==> config.mk <==
export PLATFORM = sky130hd
export DESIGN_NAME = agc_seq_fsm
export DESIGN_NICKNAME = d
export VERILOG_FILES = /design/src/rtl/agc_seq_fsm.sv
export SDC_FILE = /design/constraint.sdc
export NUM_CORES = 1
export LEC_CHECK = 0
export CAP_MARGIN = 20
export CORE_ASPECT_RATIO = 1.5
export CORE_MARGIN = 2
export CORE_UTILIZATION = 47
export DETAILED_ROUTE_END_ITERATION = 12
export PLACE_DENSITY = 0.78
export SLEW_MARGIN = 20
export SYNTH_ARGS = -nofsm -noshare
export SYNTH_HDL_FRONTEND = slang
export SYNTH_SLANG_ARGS = --single-unit
==> constraint.sdc <==
create_clock -name clk -period 3.2 [get_ports clk]
set_input_delay 0.64 -clock clk [delete_from_list [all_inputs] [get_ports clk]]
set_output_delay 0.64 -clock clk [all_outputs]
set_load 0.02 [all_outputs]
==> src/rtl/agc_seq_fsm.sv <==
// agc_seq_fsm: instruction fetch/decode FSM with INDEX/EXTEND qualification and TP/MCT sequencing.
module agc_seq_fsm #(
    parameter int WORD_W     = 15,
    parameter int TP_PER_MCT = 12,
    parameter int TC_MCT     = 1,
    parameter int STD_MCT    = 2,
    parameter int MP_MCT     = 3,
    parameter int DV_MCT     = 6
) (
    input  logic                          clk,
    input  logic                          rst_n,
    input  logic                          instr_valid,
    input  logic [WORD_W-1:0]             instr_in,
    input  logic [WORD_W-1:0]             index_val,
    output logic                          fetch_req,
    output logic [4:0]                    state,
    output logic [$clog2(TP_PER_MCT)-1:0] tp,
    output logic [2:0]                    mct,
    output logic [WORD_W-1:0]             eff_instr,
    output logic                          op_start,
    output logic                          op_done,
    output logic                          extracode,
    output logic                          index_pending,
    output logic                          illegal
);
    localparam int TP_W = $clog2(TP_PER_MCT);

    typedef enum logic [4:0] {
        S_LOAD = 5'd0, S_TC = 5'd1, S_CCS = 5'd2, S_INDEX = 5'd3, S_XCH = 5'd4,
        S_CS = 5'd5, S_TS = 5'd6, S_AD = 5'd7, S_MASK = 5'd8, S_SU = 5'd9,
        S_MP = 5'd10, S_DV = 5'd11, S_EXTEND = 5'd12
    } state_t;

    state_t            state_q, state_d, dec;
    logic [TP_W-1:0]   tp_q, tp_d;
    logic [2:0]        mct_q, mct_d, n_mct;
    logic [WORD_W-1:0] eff_q, eff_d, ireg_q, ireg_d, w;
    logic              ext_q, ext_d, pend_q, pend_d;
    logic              start_q, start_d, ill_q, ill_d;
    logic [2:0]        op;
    logic [1:0]        qc;
    logic              tp_wrap, last;

    always_comb begin
        w  = instr_in + (pend_q ? ireg_q : '0);
        op = w[14:12];
        qc = w[11:10];
        // The bare word 6 is EXTEND in either mode; everything else splits on extracode.
        dec = (w == WORD_W'(6)) ? S_EXTEND :
              ext_q ? ((op == 3'd1 && qc == 2'd0) ? S_DV :
                       (op == 3'd5 && qc == 2'd0) ? S_INDEX :
                       (op == 3'd6) ? S_SU :
                       (op == 3'd7) ? S_MP : S_LOAD) :
                      ((op == 3'd0) ? S_TC :
                       (op == 3'd1) ? S_CCS :
                       (op == 3'd4) ? S_CS :
                       (op == 3'd5 && qc == 2'd0) ? S_INDEX :
                       (op == 3'd5 && qc == 2'd2) ? S_TS :
                       (op == 3'd5 && qc == 2'd3) ? S_XCH :
                       (op == 3'd6) ? S_AD :
                       (op == 3'd7) ? S_MASK : S_LOAD);
        n_mct = (state_q == S_TC || state_q == S_INDEX || state_q == S_EXTEND) ? 3'(TC_MCT) :
                (state_q == S_MP) ? 3'(MP_MCT) :
                (state_q == S_DV) ? 3'(DV_MCT) : 3'(STD_MCT);
        tp_wrap = tp_q == TP_W'(TP_PER_MCT - 1);
        last    = state_q != S_LOAD && tp_wrap && mct_q == n_mct - 3'd1;
    end

    always_comb begin
        state_d = state_q;
        tp_d    = tp_q;
        mct_d   = mct_q;
        eff_d   = eff_q;
        ireg_d  = ireg_q;
        ext_d   = ext_q;
        pend_d  = pend_q;
        start_d = 1'b0;
        ill_d   = 1'b0;
        if (state_q == S_LOAD) begin
            if (instr_valid) begin
                eff_d   = w;
                pend_d  = 1'b0;
                state_d = dec;
                tp_d    = '0;
                mct_d   = '0;
                start_d = dec != S_LOAD;
                ill_d   = dec == S_LOAD;
                ext_d   = (dec == S_LOAD) ? 1'b0 : ext_q;
            end
        end else begin
            tp_d  = tp_wrap ? '0 : tp_q + 1'b1;
            mct_d = tp_wrap ? mct_q + 3'd1 : mct_q;
            if (last) begin
                state_d = S_LOAD;
                mct_d   = '0;
                ext_d   = (state_q == S_EXTEND) ? 1'b1 : (state_q == S_INDEX) ? ext_q : 1'b0;
                pend_d  = (state_q == S_INDEX) ? 1'b1 : pend_q;
                ireg_d  = (state_q == S_INDEX) ? index_val : ireg_q;
            end
        end
    end

    always_ff @(posedge clk or negedge rst_n) begin
        if (!rst_n) begin
            state_q <= S_LOAD;
            tp_q    <= '0;
            mct_q   <= '0;
            eff_q   <= '0;
            ireg_q  <= '0;
            ext_q   <= 1'b0;
            pend_q  <= 1'b0;
            start_q <= 1'b0;
            ill_q   <= 1'b0;
        end else begin
            state_q <= state_d;
            tp_q    <= tp_d;
            mct_q   <= mct_d;
            eff_q   <= eff_d;
            ireg_q  <= ireg_d;
            ext_q   <= ext_d;
            pend_q  <= pend_d;
            start_q <= start_d;
            ill_q   <= ill_d;
        end
    end

    assign fetch_req     = state_q == S_LOAD;
    assign state         = state_q;
    assign tp            = tp_q;
    assign mct           = mct_q;
    assign eff_instr     = eff_q;
    assign op_start      = start_q;
    assign op_done       = last;
    assign extracode     = ext_q;
    assign index_pending = pend_q;
    assign illegal       = ill_q;
endmodule

==> impl_metrics.csv, run 1 <==
group,metric,value,unit
yosys,synth_most_common_cell,"nand2_1",
pwr,power_density,691,mW/mm²
grt,grt_pass1_vias,2773,
clocking,path_clk_slew,90,ps
yosys,yosys_warnings,0,
grt,top_usage_layer,"met2",
finish,drive_gt1_share,25.1,%
grt,grt_start_max_net_pins,46,
timing,maxSlewHeadroom,62.9,%
floorplan,dieArea,0.00728,mm²
grt,overflow,0,
finish,design_area,0.00441,mm²
placed_design,pre_cts_slack,-524,ps
clocking,tritoncts,"done",
timing,min_period,3150,ps
grt,grt_pass1_wl,12800,µm
job,maxCapViolations,0,
floorplan,fp.dieW,70.3,µm
clocking,cts_num_sinks,45,
yosys,synth_area_leaders,"dfrtp_1 36%, nand2_1 6.5%, ha_1 6.5%",
placed_design,portBuffers,64,
yosys,ys_seq_area_share,36.3,%
grt,met2_usage,39.4,%
timing,tightest_slew,557,ps
route,drc,0,
finish,diodes,0,
yosys,ys_seq_elements,45,
run_status,status,"finished, final reports clean",
route,vias,2818,
yosys,async_reset_ff_share,100,%
worst_setup_path,required,3400,ps
yosys,synth.cell_area,0.00310,mm²
clocking,htreeDepth,2,
route,wire_per_inst,14.5,µm
pwr,leakagePower,0.00200,µW
placed_design,gp_congestion,0.909,
floorplan,ios,66,
timing,period_share,98.5,%
yosys,synth_ff_type,"dfrtp_1",
route,drt.antenna.violating_nets,0,
worst_setup_path,worstSetupStartpointType,"primary input",
yosys,synth_fp_nets,383,
finish,final_nets,495,
worst_setup_path,regToRegSetupSlack,60,ps
grt,antenna_found_initial,0,
yosys,postSynthAreaPerCell,9.32,µm²
worst_setup_path,path_class,"in -> reg",
timing,worst_slack,48.6,ps
floorplan,core-area,0.00644,mm²
yosys,synthDistinctLibCells,65,
pwr,p_total,3050,µW
clocking,holdBufCountCts,0,
finish,syn_to_final_growth,42.2,%
pwr,ir_drop,0.372,mV
route,drtPass1Iterations,4,
timing,setup_viol,0,
grt,grt_use_total,21.3,%
timing,skew,3.34,ps
worst_setup_path,crit_path_max_fanout,6,
timing,rsz0062_at_grt,"true",
yosys,synth.largest_area_cell,"dfrtp_1",
worst_setup_path,end_kind,"flop",
grt,grt_util_met3,2.82,%
yosys,synth_top_area_share,36.3,%
yosys,synth-edff-count,0,
floorplan,rows,36,
clocking,root_buffer,"clkbuf_8",
timing,final_max_slew_viol_count,0,
worst_setup_path,crit_arrival,3350,ps
timing,hold_violations,0,
grt,use_met1,25.0,%
route,drt-total-wl,7590,µm
route,drt_iter0_drc,100,
clocking,clockBufferDepth,2,
placed_design,hpwl,5780,µm
timing,fmax,317,MHz
clocking,insertion_delay,300,ps
floorplan,fp.dieH,104,µm
clocking,cts_buffers,5,
yosys,synth_commonest_cells,"54 x nand2_1, 45 x dfrtp_1, 19 x o21ai_0",
floorplan,start_util,48.2,%
placed_design,placed_area,0.00417,mm²
route,viasPerCell,5.40,
min_path,hold_path.class,"in -> async",
yosys,synthCells,333,
power by group:
| part | switching, µW | internal [µW] |
|---|---|---|
| registers | 180 | 773 |
| clock network | 206 | 254 |
| logic | 820 | 819 |
| total | 1210 | 1850 |
cells in the final DEF (no fill, tap or decap), types with 7 or more instances in the layout:
cell type and n:
ha_1 12, buf_4 56, nor2_1 16, o21ai_0 18, mux2_2 16, and2_1 14, clkdlybuf4s50_1 59, a21oi_1 14
nand2_1 53, dfrtp_1 44, xor2_1 7
repair_timing:
action | in CTS | in global routing
pin swaps | 10 | 8
hold endpoints to repair | 0 | 0
setup buffers | 1 | 4
endpoints found under the setup margin | 6 | 7
gates resized for setup | 7 | 12
final timing paths:
path	end	cells past startpoint	start
max	state[1]$_DFFE_PN0P_	12	instr_in[0]
min	tp[3]$_DFFE_PN0P_	1	rst_n
max reg2reg	state[1]$_DFFE_PN0P_	12	index_pending$_DFFE_PN0P_
min reg2reg	eff_instr[4]$_DFFE_PN0P_	2	eff_instr[4]$_DFFE_PN0P_
max in group asynchronous	index_pending$_DFFE_PN0P_	1	rst_n
min in group clk	eff_instr[4]$_DFFE_PN0P_	2	eff_instr[4]$_DFFE_PN0P_
per-layer routing:
| layer | part of all wire (%) | vias to the layer above |
|---|---|---|
| met1 | 40 | 1329 |
| met3 | 3.3 | 12 |
| met5 | 0 | - |
| met2 | 55 | 56 |
| met4 | 1.7 | 0 |
| li1 | - | 1421 |
metrics by stage:
step / hold slack, ps / util [%] / cells / TNS [ps]
6_report: 318 / 68.5 / 522 / 0
2_1_floorplan: 344 / - / 333 / -45.1
4_1_cts: 484 / 66.8 / 518 / 0
3_5_place_dp: 461 / 64.7 / 509 / -3020
3_3_place_gp: 460 / 64.7 / 509 / -2690
5_1_grt: 368 / 68.5 / 522 / -119
registers in the layout, summed over array words and instances (netlist names):
signal / cells
ireg_q: 15
extracode: 1
tp: 4
index_pending: 1
illegal: 1
eff_instr: 15
state: 4
op_start: 1
mct: 3
worst max-delay path, stage by stage:
cell and delay, ps:
dlygate4sd2_1 250, ha_4 160, inv_2 40, fa_2 220
nor2b_4 50, o31a_4 380, o31ai_4 200, xor2_1 250
o21ai_1 100, or4_4 550, or2_4 280, a32o_1 220
cells by family (layout without fill, tap and decap cells):
logic type / count (synthesis) / in the layout / synth area share [%]
other: 1 / 1 / 0.121
AOI/OAI and AO/OA: 84 / 84 / 20.2
and+or+nand+nor: 130 / 130 / 21.5
xor gates and xnor gates: 15 / 15 / 4.84
adders and majority gates: 17 / 17 / 7.10
buffers and inverters: 22 / 135 / 3.19
muxes: 19 / 19 / 6.77
DFF: 45 / 45 / 36.3
layout make-up:
type	instances	area, µm²
fillers	516	2030
multi-input cells	266	1990
flip-flops and latches	45	1130
repair buffers	119	1050
well taps	76	95.1
clock buffers	6	82.6
clock inverters	2	37.5
inverters	8	30.0
No activity file was read; power rests on OpenSTA's default activity.
==> run 2: changes to the inputs <==
--- a/config.mk
+++ b/config.mk
@@ -11,6 +11,7 @@
 export CORE_UTILIZATION = 47
 export DETAILED_ROUTE_END_ITERATION = 12
 export PLACE_DENSITY = 0.78
+export SETUP_SLACK_MARGIN = 0.3
 export SLEW_MARGIN = 20
 export SYNTH_ARGS = -nofsm -noshare
 export SYNTH_HDL_FRONTEND = slang
==> run 2 against run 1 <==
- clock power decreased by 8.9%
- design area is 3.6% higher
- sequential power barely moved
- clock skew increased by 2.0 ps
- global-route usage rose by 1.7 points
- non-clock buffer count up 6
- worst setup slack better by 110 ps
- routed wire length grew 4.6%
- sequential cell count unchanged
- die area unchanged
- register-to-register slack improved by 100 ps
- critical path type unchanged
==> impl_metrics.csv, run 2 (synthesized netlist as in run 1, its figures left out) <==
group,metric,value,unit
floorplan,fp.dieW,70.3,µm
placed_design,hpwl,5780,µm
grt,grt_use_total,23.0,%
pwr,p_switching,1230,µW
pwr,leakagePower,0.00202,µW
floorplan,start_util,48.2,%
route,drt-total-wl,7940,µm
clocking,tritoncts,"done",
worst_setup_path,crit_path_max_fanout,6,
placed_design,gp_congestion,0.886,
finish,syn_to_final_growth,47.3,%
timing,period_share,95.2,%
clocking,cts_num_sinks,45,
timing,maxSlewHeadroom,61.8,%
finish,diodes,0,
worst_setup_path,end_kind,"flop",
pwr,power_frac_comb,55.7,%
clocking,cts_buffers,5,
route,drt_iter0_drc,187,
finish,drive_gt1_share,30.6,%
finish,final_common_cell,"buf_4",
placed_design,pre_cts_slack,-526,ps
pwr,switching_share,39.6,%
worst_setup_path,crit_arrival,3240,ps
grt,grt_pass1_vias,2930,
pwr,power_density,678,mW/mm²
floorplan,fp.dieH,104,µm
route,vias,2939,
timing,worst_slack,155,ps
timing,fmax,328,MHz
grt,overflow,0,
worst_setup_path,path_class,"in -> reg",
pwr,clkPwrFrac,13.5,%
floorplan,ios,66,
clocking,holdBufCountCts,0,
worst_setup_path,path_cells,"dlygate4sd2_1 > ha_4 > inv_2 > fa_2 > nor2b_4 > o31a_4 > o31ai_4 > xor2_1 > o21ai_1 > or4_4 > or2_4 > a32o_1",
route,viasPerCell,5.58,
grt,grt_start_max_net_pins,46,
finish,final_nets,501,
min_path,hold_path.class,"in -> async",
run_status,status,"finished, final reports clean",
job,maxCapViolations,0,
worst_setup_path,cpPeakStageDelay,540,ps
timing,hold_violations,0,
timing,min_period,3050,ps
clocking,root_buffer,"clkbuf_8",
floorplan,core-area,0.00644,mm²
route,wire_per_inst,15.1,µm
clocking,insertion_delay,300,ps
pwr,ir_drop,0.283,mV
timing,setup_tns,0,ps
worst_setup_path,worstSetupStartpointType,"primary input",
worst_setup_path,critPathTopFamily,"simple AND/OR/NAND/NOR gates",
floorplan,dieArea,0.00728,mm²
placed_design,portBuffers,64,
worst_setup_path,required,3390,ps
worst_setup_path,path_buf_inv,2,
clocking,htreeDepth,2,
timing,rsz0062_at_grt,"true",
timing,tightest_slew,573,ps
pwr,power.internal,1870,µW
route,drc,0,
pwr,p_total,3100,µW
grt,grt_pass1_wl,13700,µm
worst_setup_path,cp_slowest_cell,"or4_4",
timing,skew,5.36,ps
floorplan,rows,36,
route,drt.antenna.violating_nets,0,
timing,setup_viol,0,
timing,final_max_slew_viol_count,0,
pwr,seq_power_share,30.7,%
route,drtPass1Iterations,4,
grt,antenna_found_initial,0,
finish,final_cell_mix,"59 x buf_4, 56 x clkdlybuf4s50_1, 52 x nand2_1",
clocking,clockBufferDepth,2,
clocking,path_clk_slew,80,ps
## run 2: changes by cell type in the layout (fill, tap and decap cells not counted), sizes merged
cell	delta
dlygate4sd2	+5
clkdlybuf4s50	-3
clkinv	+1
clkbuf	-1
buf	+6
dlymetal6s2s	-2
clkinvlp	-1
## run 2: per-layer routing
metal | vias up | GRT usage [%] | share of wire (%)
li1 | 1437 | - | -
met1 | 1416 | 28.3 | 41
met2 | 71 | 40.2 | 54
met3 | 15 | 3.21 | 2.8
met4 | 0 | 8.65 | 2.5
met5 | - | 0 | 0
## run 2: final timing paths
path / startpoint / endpoint / slack [ps] / cells after the start
min: rst_n / tp[2]$_DFFE_PN0P_ / 330 / 1
min reg2reg: eff_instr[0]$_DFFE_PN0P_ / eff_instr[0]$_DFFE_PN0P_ / 480 / 2
max in group asynchronous: rst_n / index_pending$_DFFE_PN0P_ / 2450 / 1
max reg2reg: index_pending$_DFFE_PN0P_ / state[1]$_DFFE_PN0P_ / 160 / 12
min in group clk: eff_instr[0]$_DFFE_PN0P_ / eff_instr[0]$_DFFE_PN0P_ / 480 / 2
max: instr_in[0] / state[1]$_DFFE_PN0P_ / 150 / 12
## run 2: worst register-to-register path, stage by stage, from the launching register on
cell     delay (ps)
dfrtp_2         450
and2_4          160
ha_4            150
inv_2            50
fa_2            230
nor2b_4          50
o31a_4          320
o31ai_4         200
xor2_1          200
o21ai_1         100
or4_4           540
or2_4           270
a32o_1          220
## run 2: power groups by stage
stage,sequential (µW),combinational [µW],clock [µW]
floorplan,1090,791,0
global placement,948,1560,0
detailed placement,960,1600,0
CTS,951,1680,432
global route,986,1890,451
finish,953,1730,419
## run 2: final cells by class
cell class              instances  area (µm²)
clock buffers                   5        68.8
clock inverters                 2        35.0
well taps                      76        95.1
inverters                       8        30.0
fillers                       469        1870
flip-flops and latches         45        1130
repair buffers                125        1090
multi-input cells             266        2120
## run 2: per-stage QoR
stage	instance area [µm²]	utilization, %	cells	hold WS [ps]
global route	4570	71.0	527	377
global placement	4200	65.2	513	460
floorplan	3140	-	333	344
finish	4570	71.0	527	330
detailed placement	4200	65.2	513	462
CTS	4480	69.6	524	483
## run 2: timing repair
| action | CTS | global route |
|---|---|---|
| hold endpoints to repair | 0 | 0 |
| pin swaps | 26 | 19 |
| gates cloned | 1 | 0 |
| gates resized for setup | 37 | 12 |
| setup endpoints to repair | 8 | 9 |
| setup buffers | 3 | 3 |
==> run 3: changes to the inputs <==
--- a/config.mk
+++ b/config.mk
@@ -12,7 +12,7 @@
 export DETAILED_ROUTE_END_ITERATION = 12
 export PLACE_DENSITY = 0.78
 export SETUP_SLACK_MARGIN = 0.3
-export SLEW_MARGIN = 20
+export SLEW_MARGIN = 40
 export SYNTH_ARGS = -nofsm -noshare
 export SYNTH_HDL_FRONTEND = slang
 export SYNTH_SLANG_ARGS = --single-unit
==> results of run 3 <==
No change in the layout: final DEF, timing and power equal those of run 2.
